--- config.mk ---
export PLATFORM = sky130hd
export DESIGN_NAME = mips_interlock_ctrl
export DESIGN_NICKNAME = d
export VERILOG_FILES = /design/src/rtl/mips_interlock_ctrl.sv
export SDC_FILE = /design/constraint.sdc
export NUM_CORES = 1
export LEC_CHECK = 0
export CORE_MARGIN = 1
export CORE_UTILIZATION = 37
export DETAILED_ROUTE_END_ITERATION = 8
export PLACE_DENSITY = 0.81
export SYNTH_ARGS = -nofsm -noshare
export SYNTH_HDL_FRONTEND = slang
export SYNTH_SLANG_ARGS = --single-unit
export TNS_END_PERCENT = 1
--- constraint.sdc ---
create_clock -name clk -period 1.9 [get_ports clk]
set_input_delay 0.475 -clock clk [delete_from_list [all_inputs] [get_ports clk]]
set_output_delay 0.475 -clock clk [all_outputs]
set_load 0.02 [all_outputs]
--- src/rtl/mips_interlock_ctrl.sv ---
// mips_interlock_ctrl: interlock and sequencing controller for the
// non-forwarding 5-stage MIPS-lite pipeline. Tracks destination registers
// in EX/MEM/WB, stalls IF/ID on RAW hazards, bubbles ID/EX, flushes on taken
// branches and drains/freezes the pipeline on HALT.
// Build option: define MIPS_INTERLOCK_STATS_EN to implement the stall/hazard
// statistic counters; otherwise stall_cnt and hazard_cnt read as zero.
module mips_interlock_ctrl #(
   parameter int unsigned REG_WIDTH = 5,
   parameter int unsigned CNT_W     = 32,
   parameter bit          WB_SPLIT  = 1'b1
) (
   input  logic                 clk,
   input  logic                 reset_n,
   input  logic                 id_valid,
   input  logic [REG_WIDTH-1:0] id_rs,
   input  logic [REG_WIDTH-1:0] id_rt,
   input  logic                 id_use_rs,
   input  logic                 id_use_rt,
   input  logic                 id_wr_en,
   input  logic [REG_WIDTH-1:0] id_rd,
   input  logic                 id_halt,
   input  logic                 ex_br_taken,
   output logic                 pc_hold,
   output logic                 idex_bubble,
   output logic                 ifid_flush,
   output logic                 halted,
   output logic [CNT_W-1:0]     stall_cnt,
   output logic [CNT_W-1:0]     hazard_cnt
);

   typedef enum logic [1:0] {RUN, DRAIN, HALTED} state_t;

   state_t               state, stateNxt;
   logic [1:0]           drainCnt, drainNxt;
   logic                 sbExV, sbMemV, sbWbV;
   logic [REG_WIDTH-1:0] sbExRd, sbMemRd, sbWbRd;
   logic                 matchEx, matchMem, matchWb;
   logic                 raw, exLoad;

   // Register 0 is never loaded into the scoreboard, so it can never match.
   assign matchEx  = sbExV  & ((id_use_rs & (id_rs == sbExRd))  | (id_use_rt & (id_rt == sbExRd)));
   assign matchMem = sbMemV & ((id_use_rs & (id_rs == sbMemRd)) | (id_use_rt & (id_rt == sbMemRd)));
   assign matchWb  = sbWbV  & ((id_use_rs & (id_rs == sbWbRd))  | (id_use_rt & (id_rt == sbWbRd)));

   assign raw = id_valid & (state == RUN) & (matchEx | matchMem | (~WB_SPLIT & matchWb));

   assign exLoad = id_valid & id_wr_en & (id_rd != '0) & ~raw & ~ex_br_taken & (state == RUN);

   // Scoreboard shift and FSM state register
   always_ff @(posedge clk or negedge reset_n) begin
      if (!reset_n) begin
         sbExV    <= 1'b0;
         sbMemV   <= 1'b0;
         sbWbV    <= 1'b0;
         sbExRd   <= '0;
         sbMemRd  <= '0;
         sbWbRd   <= '0;
         state    <= RUN;
         drainCnt <= '0;
      end else begin
         sbExV    <= exLoad;
         sbExRd   <= id_rd;
         sbMemV   <= sbExV;
         sbMemRd  <= sbExRd;
         sbWbV    <= sbMemV;
         sbWbRd   <= sbMemRd;
         state    <= stateNxt;
         drainCnt <= drainNxt;
      end
   end

   // Next-state and pipeline control outputs
   always_comb begin
      stateNxt    = state;
      drainNxt    = drainCnt;
      pc_hold     = 1'b0;
      idex_bubble = 1'b0;
      ifid_flush  = 1'b0;
      halted      = 1'b0;
      case (state)
         RUN: begin
            if (ex_br_taken) begin
               ifid_flush  = 1'b1;
               idex_bubble = 1'b1;
            end else if (raw) begin
               pc_hold     = 1'b1;
               idex_bubble = 1'b1;
            end
            if (id_valid && id_halt && !raw && !ex_br_taken) begin
               stateNxt = DRAIN;
               drainNxt = '0;
            end
         end
         DRAIN: begin
            pc_hold    = 1'b1;
            ifid_flush = 1'b1;
            drainNxt   = drainCnt + 2'd1;
            // Count reaches 3 on this edge: HALT has just left WB.
            if (drainCnt == 2'd2) stateNxt = HALTED;
         end
         HALTED: begin
            pc_hold     = 1'b1;
            idex_bubble = 1'b1;
            halted      = 1'b1;
         end
         default: stateNxt = RUN;
      endcase
   end

`ifdef MIPS_INTERLOCK_STATS_EN
   localparam logic [CNT_W-1:0] CNT_ONE = {{(CNT_W-1){1'b0}}, 1'b1};

   logic             rawQ, stallEvt, hazardEvt;
   logic [CNT_W-1:0] stallCnt, hazardCnt;

   // A taken branch overrides the stall, so it neither counts nor arms rawQ.
   assign stallEvt  = raw & ~ex_br_taken;
   assign hazardEvt = stallEvt & ~rawQ;

   // Saturating statistic counters
   always_ff @(posedge clk or negedge reset_n) begin
      if (!reset_n) begin
         rawQ      <= 1'b0;
         stallCnt  <= '0;
         hazardCnt <= '0;
      end else begin
         rawQ <= stallEvt;
         if (stallEvt && (stallCnt != '1)) stallCnt <= stallCnt + CNT_ONE;
         if (hazardEvt && (hazardCnt != '1)) hazardCnt <= hazardCnt + CNT_ONE;
      end
   end

   assign stall_cnt  = stallCnt;
   assign hazard_cnt = hazardCnt;
`else
   assign stall_cnt  = '0;
   assign hazard_cnt = '0;
`endif

endmodule
==> qor.yml <==
cp-end-kind: "primary output"
power_density_mw_per_mm2: 930
final_util_pct: 48.8
coreArea_mm2: 0.00372
fp.dieW_um: 64.9
cts_sinks: 16
htreeDepth: 1
start_util_pct: 39.4
num_antenna_cells: 0
hp-class: "reg2reg"
syn_inst: 155
p_leak_nw: 0.870
synth_cell_type_count: 35
drive_gt1_share_pct: 25.4
postRouteAntennaNets: 0
vias_per_cell: 4.23
critPathRequiredTime_ns: 1.42
status: "complete, but fails checks"
fin_crit_sh_pct: 119
violations: "setup timing"
cp_max_fo: 2
area_delta_synth_final_pct: 23.9
rows: 22
fillCellCount: 344
grt_pass1_wl_um: 4180
first_pass_iters: 4
setup_slack_ns: -0.364
startpoint_type: "input port"
grt-ovfl-total: 0
die_h_um: 64.9
gp_congestion: 0.802
io_buffer_count: 26
drc_errors: 0
synthesis.area_mm2: 0.00146
critical_path_class: "in2out"
routed_wl_um: 2810
finalClockSkew_ns: 0.00328
rsz0062_at_grt: "true"
finalSetupViolCount: 2
fmax_ghz: 0.442
hold_viol: 0
dp_hpwl_um: 2260
final_common_cell: "conb_1"
irDropWorstVdd_mv: 0.674
die_area_mm2: 0.00421
cts_root_buf: "clkbuf_8"
drtIter0Drc: 14
final_nets: 230
cts_inserted_buffers: 3
post_drt_wl_per_cell_um: 11.3
io_pins: 91
cts_tree: "built"
cts_buffer_depth: 2
grtUsageTotal_pct: 13.6
antenna_found_initial: 0
cts_setup_buffers: 0
drv_cap: 0
worstPathArrival_ns: 1.79
clk_latency_ns: 0.25
post_dp_cell_area_mm2: 0.00169
ys_seq_elements: 16
fin_crit_ns: 2.26
via_count: 1054
fin_area_mm2: 0.00181
synth_area_per_cell_um2: 9.44
clk_pin_slew_ns: 0.06
drv_slew: 0
layout_common_cells: "conb_1, buf_4, dfrtp_1, xnor2_1, clkdlybuf4s50_1"
grt_max_degree: 17
ys_warn_count: 0
synth.yosys.seq_area_share_pct: 27.4
grt_pass1_vias: 903
## cell usage after synthesis, drive strengths merged
library cell,count,area (µm²)
a21oi,2,10.0
a31oi,1,6.26
nand3b,1,7.51
a311oi,2,23.8
o21a,2,15.0
and4,1,11.3
a21o,1,7.51
o21ai,1,5.00
xor2,4,35.0
a211o,1,8.76
nand3,3,15.0
dfrtp,16,400
o22ai,1,6.26
ha,5,62.6
nand2b,2,12.5
a2bb2oi,1,15.0
and3,1,6.26
inv,5,18.8
nand2,7,26.3
mux2i,1,10.0
a2bb2o,1,10.0
conb,1,3.75
a221oi,1,15.0
xnor2,16,140
or4,1,7.51
nor4,1,21.3
o22a,1,8.76
nor2,2,7.51
nor3b,1,7.51
o2111a,1,11.3
o211ai,3,22.5
buf,64,480
and2,1,6.26
nand4,3,18.8
## cell type report
cell class | count | area [µm²] | share of cell area, %
timing repair buffer | 43 | 370 | 20.4
sequential | 16 | 402 | 22.1
inverter | 5 | 18.8 | 1.03
tap | 48 | 60.1 | 3.31
multi-input combinational | 133 | 908 | 50.1
clock buffer | 4 | 55.1 | 3.03
## sequential cells by signal, summed over array words and instances (netlist names)
name and count:
sbExV 1, sbMemRd 5, sbExRd 5, sbMemV 1
drainCnt 2, state 2
## per-stage QoR
| step | hold slack (ns) | setup slack [ns] | instances | TNS (ns) | power (mW) |
|---|---|---|---|---|---|
| 3_3_place_gp | 0.395 | -1.04 | 245 | -3.58 | 1.38 |
| 4_1_cts | 0.447 | -0.340 | 249 | -0.655 | 1.69 |
| 3_5_place_dp | 0.419 | -1.09 | 245 | -3.97 | 1.41 |
| 5_1_grt | 0.467 | -0.453 | 249 | -0.878 | 1.80 |
| 6_report | 0.455 | -0.364 | 249 | -0.725 | 1.69 |
| 2_1_floorplan | 0.179 | -0.0108 | 218 | -0.0108 | 1.14 |
## logic make-up (layout without fill, tap and decap cells)
kind of cell	count (synthesis)	in the layout	share of synthesized area (%)
muxes	1	1	0.684
other	1	64	0.256
xor gates and xnor gates	20	20	12.0
AOI/OAI and AO/OA	19	19	11.3
buffers and inverters	69	52	34.1
adders and majority gates	5	5	4.27
DFF	16	16	27.4
and+or+nand+nor	24	24	10.1
## power breakdown
part | internal, mW | switching, mW | total, mW
clock network | 0.184 | 0.111 | 0.295
logic | 0.424 | 0.524 | 0.948
registers | 0.399 | 0.0459 | 0.445
## routing by layer
layer / vias up / track usage (%) / share of wire [%]
met5: - / 0 / 0
li1: 482 / - / -
met2: 72 / 24.3 / 52
met3: 4 / 2.29 / 6.9
met1: 496 / 15.8 / 39
met4: 0 / 5.83 / 1.6
## worst max-delay path: stages
cell,delay [ns]
dlygate4sd2_1,0.27
xnor2_1,0.18
nand4_1,0.21
a2bb2oi_4,0.23
a21oi_2,0.16
a211o_1,0.14
buf_6,0.12
## final timing paths
kind	slack, ns	startpoint	depth (start not counted)	endpoint
worst min register to register	0.45	sbExRd[3]	0	sbMemRd[3]
worst max-delay path	-0.36	id_rt[2]	7	idex_bubble
worst min-delay path	0.45	sbExRd[3]	0	sbMemRd[3]
max in group asynchronous	1.16	reset_n	2	sbExRd[1]
worst max register to register	0.10	sbMemRd[1]	6	drainCnt[0]
min in group asynchronous	0.54	reset_n	2	sbMemRd[3]
## timing repair
action | in CTS | in global routing
endpoints found under the setup margin | 8 | 3
cloned | 0 | 0
resized for setup | 41 | 15
hold buffers | 0 | 0
pin swaps | 11 | 10
Power figures use the tool's default switching activity.
